==> src/rtl/multicycle_cu_if.sv <==
// Control-unit bus: instruction fields and memory handshake coming in,
// datapath controls, strobes and status going out.
interface multicycle_cu_if;
    logic [6:0] Opcode;
    logic [2:0] Function3;
    logic [6:0] Function7;
    logic       MemReady;
    logic       MemReq;
    logic       MemIsData;
    logic       IRWr;
    logic       PCWr;
    logic [2:0] ImmSrc;
    logic       ALUASrc;
    logic       ALUBSrc;
    logic       RUWr;
    logic [4:0] BrOp;
    logic [3:0] ALUOp;
    logic       DMWr;
    logic [2:0] DMCtrl;
    logic [1:0] RUDataWrSrc;
    logic [2:0] State;
    logic       Illegal;
    logic       Timeout;

    // The control unit drives the controls and reads the instruction/handshake.
    modport master (
        input  Opcode, Function3, Function7, MemReady,
        output MemReq, MemIsData, IRWr, PCWr, ImmSrc, ALUASrc, ALUBSrc, RUWr,
               BrOp, ALUOp, DMWr, DMCtrl, RUDataWrSrc, State, Illegal, Timeout
    );

    // The datapath/memory side sees the mirror image.
    modport slave (
        output Opcode, Function3, Function7, MemReady,
        input  MemReq, MemIsData, IRWr, PCWr, ImmSrc, ALUASrc, ALUBSrc, RUWr,
               BrOp, ALUOp, DMWr, DMCtrl, RUDataWrSrc, State, Illegal, Timeout
    );
endinterface

==> src/rtl/multicycle_cu.sv <==
// Multicycle RV32I control unit: FETCH/DECODE/EXECUTE/MEM/WB sequencing,
// datapath control decode, and a memory-request watchdog that halts the core.
module multicycle_cu #(
    parameter int MEM_TIMEOUT = 16,
    parameter bit TIMEOUT_EN  = 1'b1
) (
    input logic              clk,
    input logic              rst_n,
    multicycle_cu_if.master  bus
);
    typedef enum logic [2:0] {
        FETCH   = 3'd0,
        DECODE  = 3'd1,
        EXECUTE = 3'd2,
        MEM     = 3'd3,
        WB      = 3'd4,
        HALT    = 3'd5
    } state_t;

    localparam logic [6:0] OP_R     = 7'b0110011;
    localparam logic [6:0] OP_I     = 7'b0010011;
    localparam logic [6:0] OP_LOAD  = 7'b0000011;
    localparam logic [6:0] OP_STORE = 7'b0100011;
    localparam logic [6:0] OP_BR    = 7'b1100011;
    localparam logic [6:0] OP_JAL   = 7'b1101111;
    localparam logic [6:0] OP_JALR  = 7'b1100111;
    localparam logic [6:0] OP_LUI   = 7'b0110111;
    localparam logic [6:0] OP_AUIPC = 7'b0010111;

    // Last count value at which a still-waiting request is given up.
    localparam logic [7:0] LIMIT = 8'(MEM_TIMEOUT - 1);

    state_t     state, state_next;
    logic       illegal, timeout, illegal_set, timeout_set;
    logic [7:0] wait_cnt;
    logic       waiting, expired;

    logic       is_legal, is_load, is_store, is_branch;
    logic [2:0] imm_src, dm_ctrl;
    logic       alu_a_src, alu_b_src;
    logic [4:0] br_op;
    logic [3:0] alu_op;
    logic [1:0] ru_src;

    logic mem_req, mem_is_data, ir_wr, pc_wr, ru_wr, dm_wr, fields_en;

    // Only Function7[5] is meaningful to this decoder.
    logic unused_f7;
    assign unused_f7 = ^{bus.Function7[6], bus.Function7[4:0]};

    assign is_load   = (bus.Opcode == OP_LOAD);
    assign is_store  = (bus.Opcode == OP_STORE);
    assign is_branch = (bus.Opcode == OP_BR);

    // A request is waiting whenever memory is asked and has not answered.
    assign waiting = (state == FETCH || state == MEM) && !bus.MemReady;
    assign expired = TIMEOUT_EN && waiting && (wait_cnt == LIMIT);

    // Datapath control decode of the current opcode.
    always_comb begin
        // NOTE: every output gets a default before the case so no path leaves
        // a value unassigned, which would otherwise infer a latch.
        is_legal  = 1'b1;
        imm_src   = 3'b000;
        alu_a_src = 1'b0;
        alu_b_src = 1'b1;
        br_op     = 5'b00000;
        alu_op    = 4'b0000;
        dm_ctrl   = 3'b000;
        ru_src    = 2'b00;
        case (bus.Opcode)
            OP_R:     begin
                alu_b_src = 1'b0;
                alu_op    = {bus.Function7[5], bus.Function3};
            end
            OP_I:     alu_op = {(bus.Function3 == 3'b101) ? bus.Function7[5] : 1'b0,
                                bus.Function3};
            OP_LOAD:  begin
                dm_ctrl = bus.Function3;
                ru_src  = 2'b01;
            end
            OP_STORE: begin
                imm_src = 3'b001;
                dm_ctrl = bus.Function3;
            end
            OP_BR:    begin
                imm_src   = 3'b101;
                alu_a_src = 1'b1;
                br_op     = {2'b01, bus.Function3};
            end
            OP_JAL:   begin
                imm_src   = 3'b110;
                alu_a_src = 1'b1;
                br_op     = 5'b10000;
                ru_src    = 2'b10;
            end
            OP_JALR:  begin
                br_op  = 5'b10000;
                ru_src = 2'b10;
            end
            OP_LUI:   begin
                imm_src = 3'b010;
                alu_op  = 4'b1111;
            end
            OP_AUIPC: begin
                imm_src   = 3'b010;
                alu_a_src = 1'b1;
            end
            default:  is_legal = 1'b0;
        endcase
    end

    // Next-state and per-state strobe generation.
    always_comb begin
        state_next  = state;
        mem_req     = 1'b0;
        mem_is_data = 1'b0;
        ir_wr       = 1'b0;
        pc_wr       = 1'b0;
        ru_wr       = 1'b0;
        dm_wr       = 1'b0;
        fields_en   = 1'b0;
        illegal_set = 1'b0;
        timeout_set = 1'b0;
        case (state)
            FETCH: begin
                mem_req = 1'b1;
                if (bus.MemReady) begin
                    ir_wr      = 1'b1;
                    state_next = DECODE;
                end else if (expired) begin
                    timeout_set = 1'b1;
                    state_next  = HALT;
                end
            end
            DECODE: begin
                if (is_legal) begin
                    state_next = EXECUTE;
                end else begin
                    illegal_set = 1'b1;
                    state_next  = HALT;
                end
            end
            EXECUTE: begin
                fields_en = 1'b1;
                if (is_load || is_store) begin
                    state_next = MEM;
                end else if (is_branch) begin
                    pc_wr      = 1'b1;
                    state_next = FETCH;
                end else begin
                    state_next = WB;
                end
            end
            MEM: begin
                fields_en   = 1'b1;
                mem_req     = 1'b1;
                mem_is_data = 1'b1;
                dm_wr       = is_store;
                if (bus.MemReady) begin
                    pc_wr      = is_store;
                    state_next = is_store ? FETCH : WB;
                end else if (expired) begin
                    timeout_set = 1'b1;
                    state_next  = HALT;
                end
            end
            WB: begin
                fields_en  = 1'b1;
                ru_wr      = 1'b1;
                pc_wr      = 1'b1;
                state_next = FETCH;
            end
            HALT:    state_next = HALT;
            default: state_next = FETCH;
        endcase
    end

    // State register with synchronous reset.
    always_ff @(posedge clk) begin
        // NOTE: registers use non-blocking assignment so every flop samples
        // the pre-edge values of the others.
        if (!rst_n) state <= FETCH;
        else        state <= state_next;
    end

    // Sticky status flags, cleared only by reset.
    always_ff @(posedge clk) begin
        if (!rst_n) begin
            illegal <= 1'b0;
            timeout <= 1'b0;
        end else begin
            illegal <= illegal | illegal_set;
            timeout <= timeout | timeout_set;
        end
    end

    // Memory wait counter: restarts on each new request phase.
    always_ff @(posedge clk) begin
        if (!rst_n)
            wait_cnt <= '0;
        else if (state_next != state && (state_next == FETCH || state_next == MEM))
            wait_cnt <= '0;
        else if (waiting)
            wait_cnt <= wait_cnt + 8'd1;
    end

    // Strobes are suppressed while reset is held so an aborted instruction
    // never commits anything in its final cycle.
    assign bus.MemReq      = mem_req;
    assign bus.MemIsData   = mem_is_data;
    assign bus.IRWr        = ir_wr & rst_n;
    assign bus.PCWr        = pc_wr & rst_n;
    assign bus.RUWr        = ru_wr & rst_n;
    assign bus.DMWr        = dm_wr & rst_n;
    assign bus.ImmSrc      = fields_en ? imm_src   : 3'b000;
    assign bus.ALUASrc     = fields_en ? alu_a_src : 1'b0;
    assign bus.ALUBSrc     = fields_en ? alu_b_src : 1'b0;
    assign bus.BrOp        = fields_en ? br_op     : 5'b00000;
    assign bus.ALUOp       = fields_en ? alu_op    : 4'b0000;
    assign bus.DMCtrl      = fields_en ? dm_ctrl   : 3'b000;
    assign bus.RUDataWrSrc = fields_en ? ru_src    : 2'b00;
    assign bus.State       = state;
    assign bus.Illegal     = illegal;
    assign bus.Timeout     = timeout;
endmodule

==> src/flat_wrapper.sv <==
// flat-port wrapper written by rule: the top's interface ports become plain ports
module multicycle_cu_flat 
#(
    parameter int MEM_TIMEOUT = 16,
    parameter bit TIMEOUT_EN  = 1'b1
)
  (clk, rst_n, bus_Opcode, bus_Function3, bus_Function7, bus_MemReady, bus_MemReq, bus_MemIsData, bus_IRWr, bus_PCWr, bus_ImmSrc, bus_ALUASrc, bus_ALUBSrc, bus_RUWr, bus_BrOp, bus_ALUOp, bus_DMWr, bus_DMCtrl, bus_RUDataWrSrc, bus_State, bus_Illegal, bus_Timeout);
  multicycle_cu_if bus_i ();
  input logic clk;
  input logic rst_n;
  input wire logic [$bits(bus_i.Opcode)-1:0] bus_Opcode;
  input wire logic [$bits(bus_i.Function3)-1:0] bus_Function3;
  input wire logic [$bits(bus_i.Function7)-1:0] bus_Function7;
  input wire logic [$bits(bus_i.MemReady)-1:0] bus_MemReady;
  output wire logic [$bits(bus_i.MemReq)-1:0] bus_MemReq;
  output wire logic [$bits(bus_i.MemIsData)-1:0] bus_MemIsData;
  output wire logic [$bits(bus_i.IRWr)-1:0] bus_IRWr;
  output wire logic [$bits(bus_i.PCWr)-1:0] bus_PCWr;
  output wire logic [$bits(bus_i.ImmSrc)-1:0] bus_ImmSrc;
  output wire logic [$bits(bus_i.ALUASrc)-1:0] bus_ALUASrc;
  output wire logic [$bits(bus_i.ALUBSrc)-1:0] bus_ALUBSrc;
  output wire logic [$bits(bus_i.RUWr)-1:0] bus_RUWr;
  output wire logic [$bits(bus_i.BrOp)-1:0] bus_BrOp;
  output wire logic [$bits(bus_i.ALUOp)-1:0] bus_ALUOp;
  output wire logic [$bits(bus_i.DMWr)-1:0] bus_DMWr;
  output wire logic [$bits(bus_i.DMCtrl)-1:0] bus_DMCtrl;
  output wire logic [$bits(bus_i.RUDataWrSrc)-1:0] bus_RUDataWrSrc;
  output wire logic [$bits(bus_i.State)-1:0] bus_State;
  output wire logic [$bits(bus_i.Illegal)-1:0] bus_Illegal;
  output wire logic [$bits(bus_i.Timeout)-1:0] bus_Timeout;
  assign bus_i.Opcode = bus_Opcode;
  assign bus_i.Function3 = bus_Function3;
  assign bus_i.Function7 = bus_Function7;
  assign bus_i.MemReady = bus_MemReady;
  assign bus_MemReq = bus_i.MemReq;
  assign bus_MemIsData = bus_i.MemIsData;
  assign bus_IRWr = bus_i.IRWr;
  assign bus_PCWr = bus_i.PCWr;
  assign bus_ImmSrc = bus_i.ImmSrc;
  assign bus_ALUASrc = bus_i.ALUASrc;
  assign bus_ALUBSrc = bus_i.ALUBSrc;
  assign bus_RUWr = bus_i.RUWr;
  assign bus_BrOp = bus_i.BrOp;
  assign bus_ALUOp = bus_i.ALUOp;
  assign bus_DMWr = bus_i.DMWr;
  assign bus_DMCtrl = bus_i.DMCtrl;
  assign bus_RUDataWrSrc = bus_i.RUDataWrSrc;
  assign bus_State = bus_i.State;
  assign bus_Illegal = bus_i.Illegal;
  assign bus_Timeout = bus_i.Timeout;
  multicycle_cu #(.MEM_TIMEOUT(MEM_TIMEOUT), .TIMEOUT_EN(TIMEOUT_EN)) u_core (.clk(clk), .rst_n(rst_n), .bus(bus_i));
endmodule
==> config.mk <==
export PLATFORM = sky130hd
export DESIGN_NAME = multicycle_cu_flat
export DESIGN_NICKNAME = d
export VERILOG_FILES = /design/src/rtl/multicycle_cu_if.sv /design/src/rtl/multicycle_cu.sv /design/src/flat_wrapper.sv
export SDC_FILE = /design/constraint.sdc
export NUM_CORES = 1
export LEC_CHECK = 0
export CORE_MARGIN = 3
export CORE_UTILIZATION = 30
export DETAILED_ROUTE_END_ITERATION = 16
export PLACE_DENSITY = 0.64
export SYNTH_ARGS = -nofsm -noshare
export SYNTH_HDL_FRONTEND = slang
export SYNTH_SLANG_ARGS = --single-unit
==> constraint.sdc <==
create_clock -name clk -period 4.5 [get_ports clk]
set_clock_uncertainty 0.1 [all_clocks]
set_input_delay 0.9 -clock clk [delete_from_list [all_inputs] [get_ports clk]]
set_output_delay 0.9 -clock clk [all_outputs]
set_load 0.01 [all_outputs]
==> qor.csv, run 1 <==
stage;metric;value;unit
sta;worst_slack;0.373;ns
synthesis;synth-seq-area-share;20.9;%
global_routing;grt.met1_usage;22.5;%
floorplanning;die_y;70.4;um
global_routing;busiest_layer;met1;
clock_network;postCtsHoldBufs;0;
setup_path;cp_max_fo;8;
layout;syn2layout_area_growth;41.8;%
routing;routed_via_density;5.28;
floorplanning;die_area;0.00495;mm2
clock_network;clk_latency;0.25;ns
synthesis;yosys_warnings;0;
sta;fin_crit_sh;91.7;%
routing;routed_wl;3600;um
setup_path;crit_end;bus_ALUASrc;
floorplanning;die_w;70.4;um
synthesis;ys_types;52;
synthesis;netlist_instances;168;
routing;drc;0;
sta;setup_viol;0;
global_routing;grtUsageMet2;20.9;%
sta;rsz0062_at_grt;false;
synthesis;synth_edf_count;0;
clock_network;cts.repair.resized;0;
floorplanning;io_pins;50;
routing;firstDrtPassIters;4;
power;ir_drop;156;uV
global_routing;grt_overflow;0;
setup_path;r2r_cells;6;
floorplanning;rows;22;
power;power_leakage;0.000603;uW
setup_path;worstSetupPathType;primary input to output pin;
layout;diodes;0;
sta;tightest_slew;0.765;ns
clock_network;ctsLongestPathBuffers;2;
setup_path;endpoint_kind;output pin;
setup_path;startpoint;bus_Opcode[2];
global_routing;grt_max_degree;19;
floorplanning;start_util;32.5;%
layout;drive_above_1_share;8.10;%
floorplanning;core_area;0.00383;mm2
setup_path;cp.buffers_inverters;3;
layout;stdcell_count;258;
clock_network;cts_root_buf;clkbuf_8;
routing;wl_per_cell;13.9;um
setup_path;r2r_slack;2.33;ns
placement;portBuffers;43;
placement;dpl.cell_count;254;
synthesis;synth.top_cells.by_area;dfxtp_1, and2_1, nor2_1;
clock_network;postCtsSetupBuffers;0;
layout;ff_latch_area;260;um2
setup_path;worstPathCellList;clkdlybuf4s50_1, inv_1, nor4b_1, a311oi_1, a2111oi_0, clkdlybuf4s50_1;
setup_path;cp_slowest_cell;clkdlybuf4s50_1;
setup_path;regToRegEndpoint;u_core.wait_cnt[3];
global_routing;antenna_found_initial;0;
global_routing;grt_pass1_vias;1219;
setup_path;critical_path_required;3.50;ns
sta;drv_slew;0;
setup_path;cp_common_cell;clkdlybuf4s50_1;
synthesis;yosys.area.top_type;dfxtp_1;
synthesis;synth_area;0.00124;mm2
routing;ant_nets;0;
clock_network;numCtsBuffers;3;
synthesis;synth_fp_nets;189;
hold_path;holdCritStartpoint;u_core.bus.Illegal;
synthesis;synth_top_cell_area_share;20.9;%
clock_network;cts_sinks;13;
layout;fillers;387;
global_routing;met3_usage;3.31;%
placement;post-place-ws;0.370;ns
setup_path;cp.arrival;3.13;ns
layout;nNetsFinal;232;
setup_path;slowest_delay;0.63;ns
job;maxCapViolCount;0;
setup_path;r2r-start;u_core.bus.State[0];
placement;gp_congestion;0.785;
layout;multi_input_area;908;um2
routing;drt_iter0_drc;99;
setup_path;cp-start-kind;primary input;
routing;vias;1362;
clock_network;clk_pin_slew;0.06;ns
global_routing;grt_usage;14.8;%
setup_path;cpLargestDelayFamily;buffers and inverters;
synthesis;synth_top_flop_cell;dfxtp_1;
run_status;status;completed;
hold_path;min_path_type;flip-flop to flip-flop;
sta;max_freq;242;MHz
clock_network;htreeDepth;1;
sta;min_period;4.13;ns
sta;final.setup.tns;0;ns
placement;dp_hpwl;2700;um
global_routing;grt_pass1_wl;6150;um
power;powerDensity;190;mW/mm2
sta;slew_headroom;49.0;%
clock_network;cts_tree;built;
power;power;335;uW
setup_path;cp.depth;6;
synthesis;ys_ff_latch;13;
sta;hold_viol;0;
synthesis;synth-async-reset-ratio;0;%
synthesis;syn_avg_cell_area;7.40;um2
[stage by stage]
step | hold WS [ns] | util, % | instance area [um2]
6_report | 0.365 | 46.0 | 1760
5_1_grt | 0.394 | 46.0 | 1760
4_1_cts | 0.368 | 46.0 | 1760
3_5_place_dp | 0.356 | 44.8 | 1720
3_3_place_gp | 0.357 | 44.8 | 1720
2_1_floorplan | 0.409 | - | 1240
[flip-flops by register name, summed over array words and instances, names as in the netlist]
signal,flops
u_core.bus.Illegal,1
u_core.wait_cnt,8
u_core.bus.Timeout,1
u_core.bus.State,3
[cells by family (layout without fill, tap and decap cells)]
group	after synthesis	count (layout)	synth area share, %
AND/OR/NAND/NOR	90	90	41.9
AO/OA/AOI/OAI	42	42	25.2
buffers and inverters	16	58	5.94
flip-flops	13	13	20.9
XOR/XNOR	4	4	3.42
multiplexers	2	2	1.61
adder cells (fa/ha/maj)	1	1	1.01
[cell usage in the layout, fill, tap and decap left out, drive strengths merged, types with 2 or more instances in the layout]
| cell type | instances |
|---|---|
| o22ai | 4 |
| a21boi | 2 |
| nand2b | 5 |
| inv | 7 |
| o21ai | 6 |
| nand3b | 4 |
| nor3 | 8 |
| a21oi | 8 |
| mux2i | 2 |
| nor4b | 2 |
| and3 | 2 |
| nand2 | 15 |
| o32ai | 4 |
| a2111oi | 3 |
| nand4 | 3 |
| nor2 | 16 |
| clkbuf | 3 |
| o21a | 2 |
| clkdlybuf4s50 | 43 |
| nor3b | 3 |
| nor4 | 4 |
| and2 | 10 |
| nor2b | 3 |
| o31a | 2 |
| xor2 | 3 |
| dfxtp | 13 |
| buf | 4 |
| a31oi | 2 |
| o2bb2ai | 2 |
| and4 | 2 |
| nand3 | 6 |
| or3 | 3 |
[power by group]
group / switching (uW) / internal, uW
Clock: 47.0 / 61.3
Sequential: 12.4 / 122
Combinational: 46.0 / 46.7
Total: 105 / 230
[Yosys cell counts, types with 2 or more instances]
library cell  count
nor3b_1           3
nand3_1           6
a31oi_1           2
and4_1            2
a2111oi_0         3
and2_1           10
and3_1            2
o21ai_0           4
o21a_1            2
nor2b_1           3
o21ai_1           2
or3_1             2
o31a_1            2
mux2i_1           2
nand3b_1          3
nor2_1           16
o22ai_1           4
nand4_1           3
nor3_1            8
o2bb2ai_1         2
buf_2             2
a21boi_0          2
inv_1             6
clkbuf_1          5
dfxtp_1          13
nand2_1          15
nand2b_1          5
xor2_1            2
a21oi_1           8
nor4_1            4
o32ai_1           4
[worst reg2reg max path: stages, from the launching register on]
cell and delay, ns:
dfxtp_1 0.61, xor2_2 0.31, or3_1 0.27, o22ai_1 0.13, a22oi_2 0.44, inv_2 0.08, o2bb2ai_1 0.13
[per-layer routing]
metal  wire (um)  vias up
li1            -      715
met1        1870      613
met2        1530       30
met3         166        4
met4          31        0
met5           0        -
[worst min path at each step]
stage                         endpoint  slack [ns]  cells past startpoint
floorplan           u_core.bus.Timeout        0.41                      1
global placement    u_core.bus.Timeout        0.36                      1
detailed placement  u_core.bus.Timeout        0.36                      1
CTS                 u_core.bus.Illegal        0.37                      1
global route        u_core.bus.Illegal        0.39                      1
finish              u_core.bus.Illegal        0.36                      1
[layout make-up]
type,instances,share of cell area (%)
well taps,48,3.41
clock inverters,1,0.284
clock buffers,3,2.34
flip-flops and latches,13,14.8
repair buffers,47,26.1
inverters,7,1.49
multi-input cells,139,51.6
Note: power is estimated with default switching activity, not from simulation.
==> inputs of run 2 (changes only) <==
--- a/config.mk
+++ b/config.mk
@@ -8,6 +8,7 @@
 export CORE_MARGIN = 3
 export CORE_UTILIZATION = 30
 export DETAILED_ROUTE_END_ITERATION = 16
+export HOLD_SLACK_MARGIN = 0.02
 export PLACE_DENSITY = 0.64
 export SYNTH_ARGS = -nofsm -noshare
 export SYNTH_HDL_FRONTEND = slang
==> results of run 2 <==
Same layout as run 1: the final DEF is identical, and so are final timing and power.
==> inputs of run 3 (changes only) <==
--- a/config.mk
+++ b/config.mk
@@ -7,9 +7,11 @@
 export LEC_CHECK = 0
 export CORE_MARGIN = 3
 export CORE_UTILIZATION = 30
+export CTS_CLUSTER_DIAMETER = 120
 export DETAILED_ROUTE_END_ITERATION = 16
+export DONT_BUFFER_PORTS = 1
 export HOLD_SLACK_MARGIN = 0.02
-export PLACE_DENSITY = 0.64
+export PLACE_DENSITY = 0.49
 export SYNTH_ARGS = -nofsm -noshare
 export SYNTH_HDL_FRONTEND = slang
 export SYNTH_SLANG_ARGS = --single-unit
==> qor.csv, run 3 (synthesis gave the netlist of run 1 again) <==
stage;metric;value;unit;change
routing;firstDrtPassIters;4;;unchanged
layout;drive_above_1_share;7.36;%;-0.73 points
global_routing;antenna_found_initial;0;;unchanged
floorplanning;start_util;32.5;%;unchanged
setup_path;r2r_slack;2.25;ns;-0.08 ns
clock_network;cts.repair.resized;0;;unchanged
layout;regMostFlops;u_core.wait_cnt;;
placement;gp_congestion;0.793;;+0.93%
power;powerDensity;230;mW/mm2;+21%
clock_network;postCtsSetupBuffers;0;;unchanged
sta;tightest_slew;0.867;ns;+0.102 ns
layout;nNetsFinal;185;;-20%
setup_path;cp-start-kind;flip-flop;;
layout;final_cell_mix;nor2_1, nand2_1, dfxtp_1;;
global_routing;grt_pass1_vias;1193;;-2.1%
floorplanning;die_area;0.00495;mm2;unchanged
layout;final_common_cell;nor2_1;;
clock_network;postCtsHoldBufs;0;;unchanged
routing;drt_iter0_drc;61;;-38%
clock_network;clk_latency;0.24;ns;about the same
job;maxCapViolCount;0;;unchanged
global_routing;grt_max_degree;19;;unchanged
placement;portBuffers;0;;-100%
sta;min_period;3.43;ns;-0.693 ns
global_routing;grt_overflow;0;;unchanged
floorplanning;die_w;70.4;um;unchanged
setup_path;critical_path_required;3.50;ns;about the same
layout;diodes;0;;unchanged
global_routing;grt_pass1_wl;5840;um;-4.9%
global_routing;grt_usage;14.0;%;-0.79 points
setup_path;cp.arrival;2.43;ns;-0.70 ns
sta;max_freq;291;MHz;+20%
floorplanning;io_pins;50;;unchanged
clock_network;numCtsBuffers;3;;unchanged
floorplanning;core_area;0.00383;mm2;unchanged
sta;final.setup.tns;0;ns;unchanged
routing;drc;0;;unchanged
placement;dp_hpwl;2680;um;-0.47%
setup_path;worstPathCellList;nor2b_1, a21oi_1, nor3b_1, and2_1;;
setup_path;cp_slowest_cell;nor3b_1;;
routing;ant_nets;0;;unchanged
power;ir_drop;168;uV;+8.0%
floorplanning;rows;22;;unchanged
run_status;status;completed;;
sta;setup_viol;0;;unchanged
layout;syn2layout_area_growth;4.63;%;
layout;stdcell_count;211;;-18%
sta;rsz0062_at_grt;false;;
setup_path;cp_max_fo;11;;+3
clock_network;cts_sinks;13;;unchanged
sta;hold_viol;0;;unchanged
clock_network;ctsLongestPathBuffers;2;;unchanged
clock_network;clk_pin_slew;0.05;ns;about the same
setup_path;worstSetupPathType;flip-flop to output pin;;
placement;post-place-ws;1.27;ns;+0.897 ns
clock_network;cts_tree;built;;
setup_path;endpoint_kind;output pin;;
routing;vias;1228;;-9.8%
routing;routed_via_density;5.82;;+10%
floorplanning;die_y;70.4;um;unchanged
clock_network;cts_root_buf;clkbuf_8;;
sta;drv_slew;0;;unchanged
setup_path;slowest_delay;0.60;ns;-0.03 ns
clock_network;htreeDepth;1;;unchanged
layout;largest_reg_flops;8;;unchanged
placement;dpl.cell_count;207;;-19%
routing;wl_per_cell;16.5;um;+18%
sta;worst_slack;1.07;ns;+0.693 ns
routing;routed_wl;3470;um;-3.4%
hold_path;min_path_type;flip-flop to flip-flop;;
sta;slew_headroom;40.7;%;-8.3 points
power;power_leakage;0.000426;uW;-29%
sta;fin_crit_sh;76.3;%;-15 points
==> run 3: changes by cell type in the layout (fill, tap and decap cells not counted), sizes merged <==
cell,previous run,this run
clkdlybuf4s50,43,0
buf,4,0
clkbuf,3,4
clkinv,1,0
==> run 3: path summary, 6_finish.rpt <==
path	from	to	cells past startpoint
max reg2reg	u_core.bus.State[0]	u_core.wait_cnt[7]	5
min	u_core.bus.Illegal	u_core.bus.Illegal	1
min reg2reg	u_core.bus.Illegal	u_core.bus.Illegal	1
max	u_core.bus.State[1]	bus_BrOp[1]	4
==> run 3: critical path, delay by kind of cell (launching register included) <==
family,cells,cell delay (ns)
AOI/OAI and AO/OA,1,0.28
and+or+nand+nor,3,1.34
DFF,1,0.57
==> run 3: report_power, final <==
part | internal [uW] | switching (uW) | total, uW | leakage [uW]
clock network | 62.6 | 43.1 | 106 | 0.0000228
logic | 25.6 | 32.0 | 57.7 | 0.000298
registers | 122 | 13.8 | 136 | 0.000106
==> run 3: through the flow <==
step	hold slack [ns]	total power (uW)	instance area, um2	utilization, %
after global routing	0.488	315	1300	34.0
after floorplan	0.409	190	1240	-
after CTS	0.459	301	1300	34.0
final	0.450	299	1300	34.0
after global placement	0.432	195	1250	32.8
after detailed placement	0.439	196	1250	32.8
==> run 3: routing by layer <==
layer / share of wire [%] / track usage [%] / up-vias
met3: 6.1 / 3.88 / 4
li1: - / - / 625
met2: 45 / 21.2 / 29
met4: 0.46 / 1.91 / 0
met5: 0 / 0 / -
met1: 48 / 20.1 / 570
==> run 3: layout make-up <==
class | instances | area [um2]
Sequential cell | 13 | 260
Inverter | 7 | 26.3
Multi-Input combinational cell | 139 | 908
Fill cell | 400 | 2530
Clock buffer | 4 | 45.0
Tap cell | 48 | 60.1
